$ cat config.mk
export PLATFORM = sky130hd
export DESIGN_NAME = rc4_key_search_ctrl
export DESIGN_NICKNAME = d
export VERILOG_FILES = /design/src/rtl/rc4_search_pkg.sv /design/src/rtl/key_stepper.sv /design/src/rtl/rc4_key_search_ctrl.sv
export SDC_FILE = /design/constraint.sdc
export NUM_CORES = 1
export LEC_CHECK = 0
export ABC_AREA = 1
export CAP_MARGIN = 20
export CORE_MARGIN = 4
export CORE_UTILIZATION = 25
export DETAILED_ROUTE_END_ITERATION = 10
export SYNTH_ARGS = -nofsm -noshare
export SYNTH_HDL_FRONTEND = slang
export SYNTH_SLANG_ARGS = --single-unit
$ cat constraint.sdc
create_clock -name CLOCK_50 -period 2.9 [get_ports CLOCK_50]
set_input_delay 0.58 -clock CLOCK_50 [delete_from_list [all_inputs] [get_ports CLOCK_50]]
set_output_delay 0.58 -clock CLOCK_50 [all_outputs]
set_load 0.005 [all_outputs]
$ cat src/rtl/rc4_search_pkg.sv
// Shared types and default key-space constants for the RC4 key search controller.
//   search_state_t : controller state encoding
//   DEF_KEY_*      : default key width and search bounds
package rc4_search_pkg;

  localparam int unsigned DEF_KEY_WIDTH = 24;
  localparam logic [23:0] DEF_KEY_START = 24'h000000;
  localparam logic [23:0] DEF_KEY_END   = 24'h3FFFFF;

  typedef enum logic [2:0] {
    IDLE,
    CLEAR,
    START_CORE,
    WAIT_CORE,
    WAIT_CHECK,
    NEXT,
    FOUND,
    FAIL
  } search_state_t;

  // States in which the controller is parked and not driving a search.
  function automatic logic is_parked(search_state_t s);
    return (s == IDLE) || (s == FOUND) || (s == FAIL);
  endfunction

endpackage

$ cat src/rtl/key_stepper.sv
// Candidate key register with overflow-safe increment and upper-bound check.
//   CLOCK_50, reset : clock, async active-high reset (key -> KEY_START)
//   load_start      : reload KEY_START (has priority over step)
//   step            : advance key by KEY_STEP
//   key             : current candidate (registered)
//   exhausted       : next candidate would exceed KEY_END (decoded from key only)
module key_stepper
  import rc4_search_pkg::*;
#(
  parameter int unsigned          KEY_WIDTH = DEF_KEY_WIDTH,
  parameter logic [KEY_WIDTH-1:0] KEY_START = KEY_WIDTH'(DEF_KEY_START),
  parameter logic [KEY_WIDTH-1:0] KEY_END   = KEY_WIDTH'(DEF_KEY_END),
  parameter int unsigned          KEY_STEP  = 1
) (
  input  logic                 CLOCK_50,
  input  logic                 reset,
  input  logic                 load_start,
  input  logic                 step,
  output logic [KEY_WIDTH-1:0] key,
  output logic                 exhausted
);

  localparam int unsigned SUM_W = KEY_WIDTH + 1;

  logic [KEY_WIDTH-1:0] key_q;
  logic [SUM_W-1:0]     sum;

  // One extra bit so a step past the top of the key space is caught, not wrapped.
  assign sum       = {1'b0, key_q} + SUM_W'(KEY_STEP);
  assign exhausted = (sum > {1'b0, KEY_END});
  assign key       = key_q;

  // Key register.
  always_ff @(posedge CLOCK_50 or posedge reset) begin
    if (reset) begin
      key_q <= KEY_START;
    end else if (load_start) begin
      key_q <= KEY_START;
    end else if (step) begin
      key_q <= sum[KEY_WIDTH-1:0];
    end
  end

endmodule

$ cat src/rtl/rc4_key_search_ctrl.sv
// Exhaustive RC4 key search sequencer: per candidate it clears the checker,
// launches the RC4 core, waits for core and checker, then stops or advances.
//   CLOCK_50, reset  : clock, async active-high reset
//   start, abort     : begin search / return to IDLE (abort wins)
//   core_done        : RC4 core finished current key
//   chk_finish       : checker finished; chk_key_valid is its verdict
//   secret_key       : current candidate key
//   core_start       : one-cycle core launch pulse
//   chk_rst          : checker reset
//   busy             : search in progress
//   key_found        : parked with the valid key
//   search_fail      : parked after exhaustion or timeout; timeout flags the latter
module rc4_key_search_ctrl
  import rc4_search_pkg::*;
#(
  parameter int unsigned          KEY_WIDTH      = DEF_KEY_WIDTH,
  parameter logic [KEY_WIDTH-1:0] KEY_START      = KEY_WIDTH'(DEF_KEY_START),
  parameter logic [KEY_WIDTH-1:0] KEY_END        = KEY_WIDTH'(DEF_KEY_END),
  parameter int unsigned          KEY_STEP       = 1,
  parameter int unsigned          SETTLE_CYCLES  = 2,
  parameter int unsigned          TIMEOUT_CYCLES = 2**20
) (
  input  logic                 CLOCK_50,
  input  logic                 reset,
  input  logic                 start,
  input  logic                 abort,
  input  logic                 core_done,
  input  logic                 chk_finish,
  input  logic                 chk_key_valid,
  output logic [KEY_WIDTH-1:0] secret_key,
  output logic                 core_start,
  output logic                 chk_rst,
  output logic                 busy,
  output logic                 key_found,
  output logic                 search_fail,
  output logic                 timeout
);

  localparam int unsigned SETTLE_W = (SETTLE_CYCLES < 1) ? 1 : $clog2(SETTLE_CYCLES + 1);
  localparam int unsigned TMO_W    = (TIMEOUT_CYCLES < 2) ? 1 : $clog2(TIMEOUT_CYCLES);

  search_state_t       state_q, state_d;
  logic [SETTLE_W-1:0] settle_q;
  logic [TMO_W-1:0]    tmo_q;
  logic [TMO_W-1:0]    tmo_next;
  logic                load_start;
  logic                step;
  logic                exhausted;
  logic                tmo_fail;

  logic core_start_q, chk_rst_q, busy_q, key_found_q, search_fail_q, timeout_q;

  key_stepper #(
    .KEY_WIDTH (KEY_WIDTH),
    .KEY_START (KEY_START),
    .KEY_END   (KEY_END),
    .KEY_STEP  (KEY_STEP)
  ) u_key_stepper (
    .CLOCK_50   (CLOCK_50),
    .reset      (reset),
    .load_start (load_start),
    .step       (step),
    .key        (secret_key),
    .exhausted  (exhausted)
  );

  assign tmo_next = tmo_q + TMO_W'(1);

  // State register.
  always_ff @(posedge CLOCK_50 or posedge reset) begin
    if (reset) begin
      state_q <= IDLE;
    end else begin
      state_q <= state_d;
    end
  end

  // Next-state and key-stepper control.
  always_comb begin
    state_d    = state_q;
    load_start = 1'b0;
    step       = 1'b0;
    tmo_fail   = 1'b0;

    if (abort) begin
      state_d    = IDLE;
      load_start = 1'b1;
    end else begin
      unique case (state_q)
        IDLE: begin
          load_start = 1'b1;
          if (start) state_d = CLEAR;
        end
        CLEAR: begin
          state_d = START_CORE;
        end
        START_CORE: begin
          // core_done is deliberately not looked at in the launch cycle.
          state_d = WAIT_CORE;
        end
        WAIT_CORE: begin
          if (core_done) begin
            state_d = WAIT_CHECK;
          end else if (tmo_next == TMO_W'(TIMEOUT_CYCLES - 1)) begin
            state_d  = FAIL;
            tmo_fail = 1'b1;
          end
        end
        WAIT_CHECK: begin
          // Finish is only trusted once the checker has had time to settle.
          if ((settle_q == '0) && chk_finish) begin
            state_d = chk_key_valid ? FOUND : NEXT;
          end
        end
        NEXT: begin
          if (exhausted) begin
            state_d = FAIL;
          end else begin
            step    = 1'b1;
            state_d = CLEAR;
          end
        end
        FOUND, FAIL: begin
          if (start) begin
            state_d    = IDLE;
            load_start = 1'b1;
          end
        end
        default: begin
          state_d    = IDLE;
          load_start = 1'b1;
        end
      endcase
    end
  end

  // Settle and timeout counters, both armed in the launch cycle.
  always_ff @(posedge CLOCK_50 or posedge reset) begin
    if (reset) begin
      settle_q <= '0;
      tmo_q    <= '0;
    end else if (state_q == START_CORE) begin
      settle_q <= SETTLE_W'(SETTLE_CYCLES);
      tmo_q    <= '0;
    end else begin
      if (state_q == WAIT_CORE) tmo_q <= tmo_next;
      if ((state_q == WAIT_CHECK) && (settle_q != '0)) settle_q <= settle_q - SETTLE_W'(1);
    end
  end

  // Registered outputs decoded from the upcoming state.
  always_ff @(posedge CLOCK_50 or posedge reset) begin
    if (reset) begin
      core_start_q  <= 1'b0;
      chk_rst_q     <= 1'b1;
      busy_q        <= 1'b0;
      key_found_q   <= 1'b0;
      search_fail_q <= 1'b0;
      timeout_q     <= 1'b0;
    end else begin
      core_start_q  <= (state_d == START_CORE);
      chk_rst_q     <= (state_d == CLEAR);
      busy_q        <= !is_parked(state_d);
      key_found_q   <= (state_d == FOUND);
      search_fail_q <= (state_d == FAIL);
      // Timeout flag survives while parked in FAIL, cleared on leaving it.
      timeout_q     <= (state_d == FAIL) && (tmo_fail || ((state_q == FAIL) && timeout_q));
    end
  end

  assign core_start  = core_start_q;
  assign chk_rst     = chk_rst_q;
  assign busy        = busy_q;
  assign key_found   = key_found_q;
  assign search_fail = search_fail_q;
  assign timeout     = timeout_q;

endmodule

* Yosys cells after proc, flatten, opt, wreduce, memory -nomap -nowiden
Cells that the tools add are included.
** Storage, ports and cells
- RAM bits :: 0
- Memory bits (read-only) :: 0
- Memories kept :: 0
- Latch bits :: 0
- Bits in registers :: 55
- Input bits :: 7
** Operators by class
- $mul :: 0
- $lt $le $gt $ge :: 1
- $add $sub $neg :: 3
- Muxes and demuxes :: 25
- Eq/ne operators :: 12
- Bitwise gates (word level) :: 0
- Divide/modulo/power cells :: 0
- Shift-type cells :: 0
- Reduce and logical (&&, ||, !) cells :: 16
** Operators by type and width (number)
- 24-bit two-way mux :: 2
- 20-bit two-way mux :: 2
- 24-bit by 1-bit adder with 25-bit output (second input constant) :: 1
- 25-bit by 22-bit > comparator with 1-bit output (second input constant) :: 1
- 3-bit two-way mux :: 7
- 3-bit case mux with 7 select lines :: 1
- 20-bit by 1-bit adder with 20-bit output (second input constant) :: 1
- 20-bit equality test (second input constant) :: 1
- 3-bit equality test (second input constant) :: 6
- 3-bit by 2-bit equality test with 1-bit output (second input constant) :: 3
- 1-bit two-way mux :: 9
- 2-bit nonzero test :: 4
- 3-bit by 1-bit equality test with 1-bit output (second input constant) :: 2
- 3-bit logical NOT :: 2
- 2-bit two-way mux :: 3
- 1-bit logical AND :: 4
- 1-bit logical OR :: 3
- 2-bit logical NOT :: 1
- 1-bit case mux with 2 select lines :: 1
- 2-bit OR reduction :: 1
- 2-bit by 1-bit subtractor with 2-bit output (second input constant) :: 1
- 1-bit logical NOT :: 1

* Longest topological paths before layout
Gate-level depths: netlist (run 1).
- Word-level depth :: 10
- Mapped depth :: 18
- Gate-level depth less buffers :: 18

* Hierarchy
From an unflattened synthesis (run 1), not the netlist that was laid out.
** Unflattened totals
- Cell total of the unflattened synthesis :: 556
- Area total of the unflattened synthesis :: 3803.6 µm²
** Modules (own cells, without submodules)
- rc4_key_search_ctrl :: area each 2070.7 µm², cells an instance 292, times used 1
- key_stepper :: area each 1732.9 µm², cells an instance 264, times used 1

* Least setup slack after synthesis (run 1)
Ideal clock, no wire load.
- Path kind :: reg2reg
- Start point :: register u_key_stepper.key_q[0] (netlist: u_key_stepper.key[0])
- End point :: register u_key_stepper.key_q[7] (netlist: u_key_stepper.key[7])
- Stages on the path, launching flop included :: 15
- Clock period less this slack :: 2.142 ns
- Library setup time :: 0.125 ns
- Arrival time :: 2.016 ns
- Setup slack :: 0.758 ns
- Path buffers :: 2
- Cells stage by stage :: dfrtp_1 -> ha_1 -> nand3_2 -> inv_2 -> nand2_1 -> nor2_2 -> nand2_1 -> nor3_2 -> xor2_1 -> nor2_1 -> nand4_2 -> nand2_2 -> buf_6 -> buf_6 -> o22ai_2
** Between the ends
- Longest elaborated chain between the ends :: 6
- Elaborated cells between the ends (all ways) :: 8
- Classes of those cells :: add/sub (1); order compare (1); mux (5); reduce/logical (1)
** Ends and longest elaborated chain
- start: declaration :: RTL line key_stepper.sv:25 : logic [KEY_WIDTH-1:0] key_q;
- start signal: assignment :: RTL line key_stepper.sv:40 : key_q <= sum[KEY_WIDTH-1:0];
- 24-bit by 1-bit adder with 25-bit output * :: RTL line key_stepper.sv:29 : assign sum = {1'b0, key_q} + SUM_W'(KEY_STEP);
- 25-bit by 22-bit > comparator with 1-bit output :: RTL line key_stepper.sv:30 : assign exhausted = (sum > {1'b0, KEY_END});
- 1-bit two-way mux :: RTL line rc4_key_search_ctrl.sv:116 : if (exhausted) begin
- 1-bit two-way mux :: RTL line rc4_key_search_ctrl.sv:89 : unique case (state_q)
- 1-bit two-way mux :: RTL line rc4_key_search_ctrl.sv:85 : if (abort) begin
- 2-bit nonzero test (no source line)
Mark *: on every way between the ends. The rest lies on a longest branch, timed or not. The select of a mux whose other input is x is not followed.
A chain may end at the register's enable or synchronous reset.

* Worst setup path after layout (run 1)
- Start point :: register u_key_stepper.key_q[0] (netlist: u_key_stepper.key[0])
- End point :: register u_key_stepper.key_q[18] (netlist: u_key_stepper.key[18])
The elaborated chain is that of the path after synthesis.

==> flow_summary.yaml, run 1 <==
logic_synthesis:
  synthMuxAreaShare_pct: 0
  syn_avg_cell_area_um2: 6.831
  netlist.area_leader.share_pct: 37.54
  ys.flop_type: "dfrtp_1"
  synth.distinct_cells: 37
  syn_nets: 539
  netlist_area_mm2: 0.003600
  synth.most_common_cell: "nand2_1"
  ys_ff_latch: 55
  ys_top_cells_by_area: "dfrtp_1, nand2_1, nand3_1, inv_1, nor2_1"
  synthCells: 527
  synth_top_family_by_area: "simple AND/OR/NAND/NOR gates"
  ys_seq_area_share_pct: 38.27
  synth_warnings: 0
  yosysTopAreaCell: "dfrtp_1"
  synth-simple-area-share_pct: 38.76
  yosys.area_share.xor_xnor_pct: 1.703
  synth_common_cells: "nand2_1, inv_1, nor2_1"
  synth_compound_area_share_pct: 10.32
  ys_async_sr_fraction_pct: 100.0
  synthAdderAreaFrac_pct: 1.738
  synth-edff-count: 0
drt:
  drt_iter0_drc: 148
  wl_met1_um: 4372
  met3WireLength_um: 321
  met2WireLength_um: 4057
  wire_per_inst_um: 11.80
  routed.top_layer: "met4"
  drt_first_pass_iters: 4
  drcViolationCount: 0
  detail-route-antenna-nets: 0
  num_vias: 3351
  drt-total-wl_um: 8789
  routed_via_density: 4.498
global_routing:
  grt_pass1_wl_um: 15500
  track_usage_pct: 11.32
  grt_max_degree: 47
  antenna_found_initial: 0
  grt_overflow: 0
  grt_pass1_vias: 3347
worst_setup_path:
  start_kind: "flop"
  critical_path_class: "flop to flop"
  crit_path_max_fanout: 15
  cp.required_ps: 3130
  crit_path_end_kind: "flop"
  cp.arrival_ps: 2740
power:
  powerDensity_mw_per_mm2: 380.4
  max-vdd-ir-drop_v: 0.0002070
  leakage_nw: 1.836
  power_w: 0.001652
clocking:
  cts_htree_levels: 2
  cts_made_buffers: 5
  clkTransAtPathRegs_ps: 80
  postCtsSetupRepairBufs: 0
  cts_root_buf: "clkbuf_16"
  clock_path_buffers: 2
  clk_latency_ps: 300
  clock-sinks: 55
  tritoncts: "built"
timing:
  worst_pin_slew_ps: 962.5
  drv_slew: 0
  setup_tns_ps: 0
  period_share_pct: 86.81
  hold_viol_final: 0
  clock_skew_ps: 8.828
  max_freq_ghz: 0.3972
  relSlewSlack_pct: 35.60
  post-route-min-period_ps: 2517
  rsz0062_at_grt: "no"
  setup_viol: 0
final_layout:
  final_area_mm2: 0.004343
  fin_util_pct: 31.05
  layout-drive-gt1-share_pct: 7.257
  regArea_mm2: 0.001378
  fin_cells: 745
  diodes: 0
  nNetsFinal: 576
  multi_input_area_mm2: 0.001896
  fillCellCount: 1547
  area_delta_synth_final_pct: 20.65
floorplan:
  core_area_mm2: 0.01399
  io_pins: 37
  die_x_um: 128.0
  start_util_pct: 25.73
  die_h_um: 128.0
  die_area_mm2: 0.01638
  fp-row-count: 43
run_status:
  outcome: "finished clean"
placed_design:
  place.gp.congestion: 0.8197
  place_hpwl_um: 6720
  placed_area_mm2: 0.004179
  io_buffer_count: 36
  dp_cells: 737
run:
  drv_cap: 0
hold_path:
  hold_path.class: "flop to flop"
==> where the power goes <==
part           switching [W]  internal, W  total, W
Combinational       0.000123    0.0000690  0.000192
Clock               0.000308     0.000335  0.000643
Sequential         0.0000234     0.000795  0.000818
Total               0.000454      0.00120   0.00165
==> kinds of logic after synthesis <==
family          count (synthesis)
xor+xnor                        7
flops                          55
compound gates                 58
buf+inv                        81
fa+ha+maj                       5
simple gates                  321
==> cell type report <==
class | instances | area share (%)
clock buffers | 5 | 2.881
clock inverters | 3 | 0.7779
inverters | 70 | 6.050
multi-input cells | 391 | 43.65
flip-flops and latches | 55 | 31.72
well taps | 180 | 5.186
repair buffers | 41 | 9.738
==> registers in the layout, indices dropped and copies added, names as in the netlist <==
signal             count
state_q                3
key_found              1
busy                   1
core_start             1
u_key_stepper.key     24
search_fail            1
settle_q               2
tmo_q                 20
timeout                1
chk_rst                1
==> layout by cell type, fill, tap and decap left out, drive strengths merged, types with 5 or more instances in the layout <==
cell,Yosys,routed
dfrtp,54,54
o21ai,36,36
buf,6,5
ha,5,5
nor3,7,7
nand2,172,172
nand4,11,11
inv,69,71
clkdlybuf4s50,0,36
o22ai,15,15
nand3,57,57
xor2,6,6
nor2,72,72
clkbuf,5,5
==> routing by layer <==
metal / track usage (%) / vias to the layer above
met2: 18.73 / 49
met5: 0 / -
met4: 1.998 / 0
met3: 2.417 / 3
li1: - / 1762
met1: 15.42 / 1537
==> worst max-delay path: stages (launching register included) <==
cell,delay (ps)
dfrtp_1,450
ha_1,230
nand3_2,130
inv_2,110
nand2_1,120
nor2_2,150
nand2_1,90
nor3_2,150
xor2_1,90
nor2_1,180
nand4_2,170
nand2_4,220
buf_12,180
nand3_1,70
o21ai_1,90
==> stage by stage <==
stage	setup WS, ps	hold WS (ps)
CTS	271.5	502.4
finish	382.5	501.2
floorplan	758.3	458.9
global placement	412.0	485.8
global route	47.63	514.8
detailed placement	305.0	496.1
==> final timing paths <==
kind,startpoint,end,slack [ps],cells past startpoint
min in group asynchronous,reset,u_key_stepper.key[1],530,2
min,settle_q[0],settle_q[0],500,1
min reg2reg,settle_q[0],settle_q[0],500,1
max in group asynchronous,reset,chk_rst,1790,3
max reg2reg,u_key_stepper.key[0],u_key_stepper.key[18],380,14
max,u_key_stepper.key[0],u_key_stepper.key[18],380,14
==> repair_timing <==
item | CTS | global route
hold buffers | 0 | 0
resized for setup | 0 | 1
endpoints found under the setup margin | 0 | 4
(Power assumes the default switching activity.)
==> run 2: changes to the inputs <==
--- a/config.mk
+++ b/config.mk
@@ -8,8 +8,9 @@
 export ABC_AREA = 1
 export CAP_MARGIN = 20
 export CORE_MARGIN = 4
-export CORE_UTILIZATION = 25
+export CORE_UTILIZATION = 57
 export DETAILED_ROUTE_END_ITERATION = 10
+export PLACE_DENSITY = 0.8
 export SYNTH_ARGS = -nofsm -noshare
 export SYNTH_HDL_FRONTEND = slang
 export SYNTH_SLANG_ARGS = --single-unit
==> constraint.sdc (replaced) <==
create_clock -name CLOCK_50 -period 2.8 [get_ports CLOCK_50]
set_input_delay 0.56 -clock CLOCK_50 [delete_from_list [all_inputs] [get_ports CLOCK_50]]
set_output_delay 0.56 -clock CLOCK_50 [all_outputs]
set_load 0.005 [all_outputs]
==> run 2 against run 1 <==
  * Routed wire length decreased by 2.5%
  * First-iteration DRC count rose by 36%
  * Count of clock-buffer cells in the layout did not move
  * Critical endpoint is now busy
  * Sequential power rose by 3.8%
  * Via count grew 2.6%
  * Largest power group unchanged
  * Clock skew grew 4.0 ps
  * Highest routed layer unchanged
  * Combinational power is 3% higher
  * Sequential share of layout area grew 1.6 points
  * Largest cell class unchanged
  * Sequential cell count is the same
==> flow_summary.yaml, run 2 (synthesis results as in run 1) <==
drt:
  wire_per_inst_um: 13.36
  num_vias: 3438
  routed_via_density: 5.363
  drt_iter0_drc: 202
  drcViolationCount: 0
  drt_first_pass_iters: 4
  drt-total-wl_um: 8566
  detail-route-antenna-nets: 0
final_layout:
  fin_cells: 641
  layout-drive-gt1-share_pct: 7.420
  multi_input_area_mm2: 0.001891
  largest_register_ffs: 24
  fillCellCount: 538
  fin_util_pct: 68.60
  final_cell_mix: "nand2_1, inv_1, nor2_1"
  regArea_mm2: 0.001378
  nNetsFinal: 577
  area_delta_synth_final_pct: 14.84
  layout_commonest_cell: "nand2_1"
  diodes: 0
floorplan:
  die_area_mm2: 0.007651
  start_util_pct: 59.74
  die_x_um: 87.47
  io_pins: 37
  fp-row-count: 28
  core_area_mm2: 0.006026
  die_h_um: 87.47
worst_setup_path:
  start_kind: "flop"
  rrSetupSlack_ps: 210
  cp.arrival_ps: 2800
  crit_path_end_kind: "flop"
  critPathTopFamily: "simple AND/OR/NAND/NOR gates"
  crit_chain: "ha_1 -> nand3_2 -> inv_2 -> nand2_1 -> nor2_2 -> nand2_1 -> nor3_2 -> xor2_1 -> nor2_1 -> nand4_2 -> nand2_2 -> buf_12 -> nand2_1 -> nand2_1 -> inv_1"
  path_buf_inv: 3
  worst_path_largest_cell_delay_ps: 460
  cp_common_cell: "nand2_1"
  r2r-end: "busy"
  cp.required_ps: 3020
  timing.rr.start: "u_key_stepper.key[0]"
  critical_path_class: "flop to flop"
  cpMaxStageDelayCell: "dfrtp_1"
  crit_path_max_fanout: 20
  r2r_cells: 15
timing:
  finalWorstSetupSlack_ps: 212.5
  drv_slew: 0
  rsz0062_at_grt: "no"
  setup_viol: 0
  setup_tns_ps: 0
  period_share_pct: 92.41
  worst_pin_slew_ps: 974.0
  max_freq_ghz: 0.3865
  relSlewSlack_pct: 34.83
  post-route-min-period_ps: 2587
  hold_viol_final: 0
  clock_skew_ps: 12.87
global_routing:
  grt_pass1_wl_um: 15110
  grt_pass1_vias: 3437
  grt_max_degree: 30
  grt_overflow: 0
  track_usage_pct: 24.51
  antenna_found_initial: 0
run:
  drv_cap: 0
clocking:
  cts_root_buf: "clkbuf_8"
  clk_latency_ps: 320
  cts_htree_levels: 2
  cts_resized: 0
  postCtsHoldBufs: 0
  tritoncts: "built"
  cts_made_buffers: 5
  clock-sinks: 55
  clock_path_buffers: 2
  postCtsSetupRepairBufs: 0
  clkTransAtPathRegs_ps: 110
hold_path:
  min_path_cells: 1
  whs_endpoint: "settle_q[0]"
  hold_path.startpoint: "settle_q[0]"
  hold_path.class: "flop to flop"
placed_design:
  place_ws_ps: 289.5
  dp_cells: 633
  io_buffer_count: 36
  place.gp.congestion: 0.9507
  place_hpwl_um: 6463
power:
  max-vdd-ir-drop_v: 0.0002958
  powerDensity_mw_per_mm2: 364.6
  leakage_nw: 1.806
run_status:
  outcome: "finished clean"
[run 2: how the worst max path moves through the flow]
stage	cells past startpoint	from	endpoint	slack, ps
3_3_place_gp	15	u_key_stepper.key[0]	busy	410
6_report	15	u_key_stepper.key[0]	busy	210
5_1_grt	15	u_key_stepper.key[1]	u_key_stepper.key[13]	3
3_5_place_dp	15	u_key_stepper.key[0]	busy	290
2_1_floorplan	14	u_key_stepper.key[0]	u_key_stepper.key[7]	660
4_1_cts	15	u_key_stepper.key[0]	busy	240
[run 2: stage by stage]
| stage | area, um^2 | hold WS [ps] | power (W) |
|---|---|---|---|
| 2_1_floorplan | 3600 | 458.9 | 0.0009909 |
| 4_1_cts | 4134 | 514.9 | 0.001521 |
| 5_1_grt | 4134 | 552.9 | 0.001581 |
| 3_5_place_dp | 4043 | 500.8 | 0.001062 |
| 3_3_place_gp | 4043 | 482.8 | 0.001053 |
| 6_report | 4134 | 515.3 | 0.001507 |
[run 2: layout make-up]
class / count / share of cell area [%]
clock buffer: 5 / 1.665
clock inverter: 3 / 0.5448
inverter: 70 / 6.356
multi-input combinational: 391 / 45.73
sequential: 55 / 33.32
tap: 75 / 2.270
timing repair buffer: 42 / 10.11
[run 2: metal layers]
| layer | vias up | GRT usage, % | wire length, um |
|---|---|---|---|
| met2 | 71 | 40.89 | 4120 |
| met3 | 12 | 3.784 | 325 |
| met1 | 1599 | 32.74 | 3996 |
| li1 | 1756 | - | - |
| met5 | - | 0 | 0 |
| met4 | 0 | 7.392 | 124 |
[run 2: report_power, final]
group | switching (W) | internal (W) | leakage [nW] | total (W)
Clock | 0.000280 | 0.000180 | 0.0485 | 0.000460
Sequential | 0.0000262 | 0.000823 | 0.755 | 0.000849
Combinational | 0.000127 | 0.0000704 | 1.00 | 0.000198
Total | 0.000434 | 0.00107 | 1.81 | 0.00151
[run 2: worst register-to-register path: cells and delay by family, from the launching register on]
kind,cells,cell delay (ps)
buffers and inverters,3,330
adder cells (fa/ha/maj),1,240
XOR/XNOR,1,100
AND/OR/NAND/NOR,10,1350
flip-flops,1,460
==> run 3: changes to the inputs <==
--- a/config.mk
+++ b/config.mk
@@ -7,7 +7,7 @@
 export LEC_CHECK = 0
 export ABC_AREA = 1
 export CAP_MARGIN = 20
-export CORE_MARGIN = 4
+export CORE_MARGIN = 5
 export CORE_UTILIZATION = 57
 export DETAILED_ROUTE_END_ITERATION = 10
 export PLACE_DENSITY = 0.8
==> run 3 against run 2 <==
  * Setup slack gained 130 ps
  * Combinational power about the same
  * Non-clock buffer count is 1 lower
  * Die area rose by 4.6%
  * Sequential power barely moved
  * Critical path type unchanged
==> flow_summary.yaml, run 3 (synthesis results as in run 1) <==
timing:
  worst_pin_slew_ps: 897.5
  hold_viol_final: 0
  post-route-min-period_ps: 2460
  relSlewSlack_pct: 39.94
  rsz0062_at_grt: "no"
  setup_viol: 0
  drv_slew: 0
  period_share_pct: 87.86
  setup_tns_ps: 0
  clock_skew_ps: 9.991
  max_freq_ghz: 0.4065
worst_setup_path:
  crit_path_end_kind: "flop"
  start_kind: "flop"
  cp.arrival_ps: 2700
  crit_path_max_fanout: 22
  rrSetupSlack_ps: 340
  critical_path_class: "flop to flop"
  cpMaxStageDelayCell: "dfrtp_2"
  crit_chain: "ha_1 -> nand3_2 -> inv_2 -> nand2_1 -> nor2_2 -> nand2_1 -> nor3_2 -> xor2_1 -> nor2_2 -> nand4_2 -> nand2_4 -> buf_12 -> nand3_1 -> o21ai_1"
  cp.required_ps: 3040
  worst_path_largest_cell_delay_ps: 430
clocking:
  tritoncts: "built"
  clock-sinks: 55
  clkTransAtPathRegs_ps: 100
  clk_latency_ps: 310
  cts_made_buffers: 5
  clock_path_buffers: 2
  cts_htree_levels: 2
  postCtsSetupRepairBufs: 0
  cts_root_buf: "clkbuf_8"
  cts_resized: 0
  postCtsHoldBufs: 0
drt:
  drt_first_pass_iters: 5
  wire_per_inst_um: 13.12
  detail-route-antenna-nets: 0
  drcViolationCount: 0
  routed_via_density: 5.478
  num_vias: 3517
  drt-total-wl_um: 8425
  drt_iter0_drc: 200
final_layout:
  layout_commonest_cell: "nand2_1"
  area_delta_synth_final_pct: 16.48
  nNetsFinal: 576
  final_cell_mix: "nand2_1, inv_1, nor2_1"
  largest_register_ffs: 24
  layout-drive-gt1-share_pct: 7.611
  diodes: 0
global_routing:
  track_usage_pct: 22.96
  antenna_found_initial: 0
  grt_pass1_vias: 3205
  grt_pass1_wl_um: 14520
  grt_max_degree: 56
  grt_overflow: 0
power:
  powerDensity_mw_per_mm2: 399.5
  power_w: 0.001675
  max-vdd-ir-drop_v: 0.0002675
  leakage_nw: 1.821
placed_design:
  place_hpwl_um: 6219
  place.gp.congestion: 0.8788
  io_buffer_count: 36
floorplan:
  die_area_mm2: 0.008005
  die_h_um: 89.47
  core_area_mm2: 0.006241
  die_x_um: 89.47
  io_pins: 37
  fp-row-count: 29
  start_util_pct: 57.68
run:
  drv_cap: 0
hold_path:
  hold_path.class: "flop to flop"
run_status:
  outcome: "finished clean"
## run 3: cell count changes in the layout (fill, tap and decap cells not counted), moves of 2 or more
cell | previous run | this run
buf_4 | 5 | 3
bufinv_16 | 0 | 2
dfrtp_1 | 54 | 52
dfrtp_2 | 0 | 2
## run 3: layer usage
| metal | vias up | global-route usage, % | share of wire, % |
|---|---|---|---|
| met5 | - | 0 | 0 |
| met4 | 0 | 6.901 | 1.4 |
| met3 | 10 | 3.963 | 5.1 |
| met2 | 101 | 35.03 | 46 |
| met1 | 1648 | 33.45 | 48 |
| li1 | 1758 | - | - |
## run 3: final cells by class
cell class / count / area (um^2)
clock buffer: 6 / 72.57
clock inverter: 2 / 60.06
multi-input combinational: 391 / 1898
inverter: 70 / 262.8
sequential: 55 / 1380
fill: 554 / 2048
timing repair buffer: 41 / 422.9
tap: 77 / 96.34
## run 3: final timing paths
| kind | from | endpoint | cells after the start |
|---|---|---|---|
| max in group asynchronous | reset | chk_rst | 3 |
| worst max register to register | u_key_stepper.key[1] | u_key_stepper.key[18] | 14 |
| worst min register to register | settle_q[0] | settle_q[0] | 1 |
| worst min-delay path | settle_q[0] | settle_q[0] | 1 |
| worst max-delay path | u_key_stepper.key[1] | u_key_stepper.key[18] | 14 |
| min in group asynchronous | reset | u_key_stepper.key[22] | 3 |
## run 3: report_power, final
group          switching [W]  internal (W)
logic               0.000126     0.0000718
registers          0.0000251      0.000823
clock network       0.000271      0.000358
total               0.000422       0.00125
## run 3: stage by stage
| step | hold WS [ps] | cell area [um^2] | cells | util (%) | setup WS, ps |
|---|---|---|---|---|---|
| 5_1_grt | 539.8 | 4193 | 642 | 67.18 | 67.01 |
| 6_report | 498.9 | 4193 | 642 | 67.18 | 339.8 |
| 3_3_place_gp | 482.8 | 4050 | 634 | 64.90 | 347.0 |
| 4_1_cts | 508.1 | 4183 | 642 | 67.02 | 164.0 |
| 3_5_place_dp | 489.9 | 4050 | 634 | 64.90 | 209.3 |
| 2_1_floorplan | 458.9 | 3600 | 527 | - | 658.3 |
## run 3: worst max-delay path, delay by kind of cell (launching register included)
kind                     cells  cell delay [ps]
buffers and inverters        2              290
adder cells (fa/ha/maj)      1              230
AND/OR/NAND/NOR              9             1250
AO/OA/AOI/OAI                1               90
flip-flops                   1              430
XOR/XNOR                     1              100
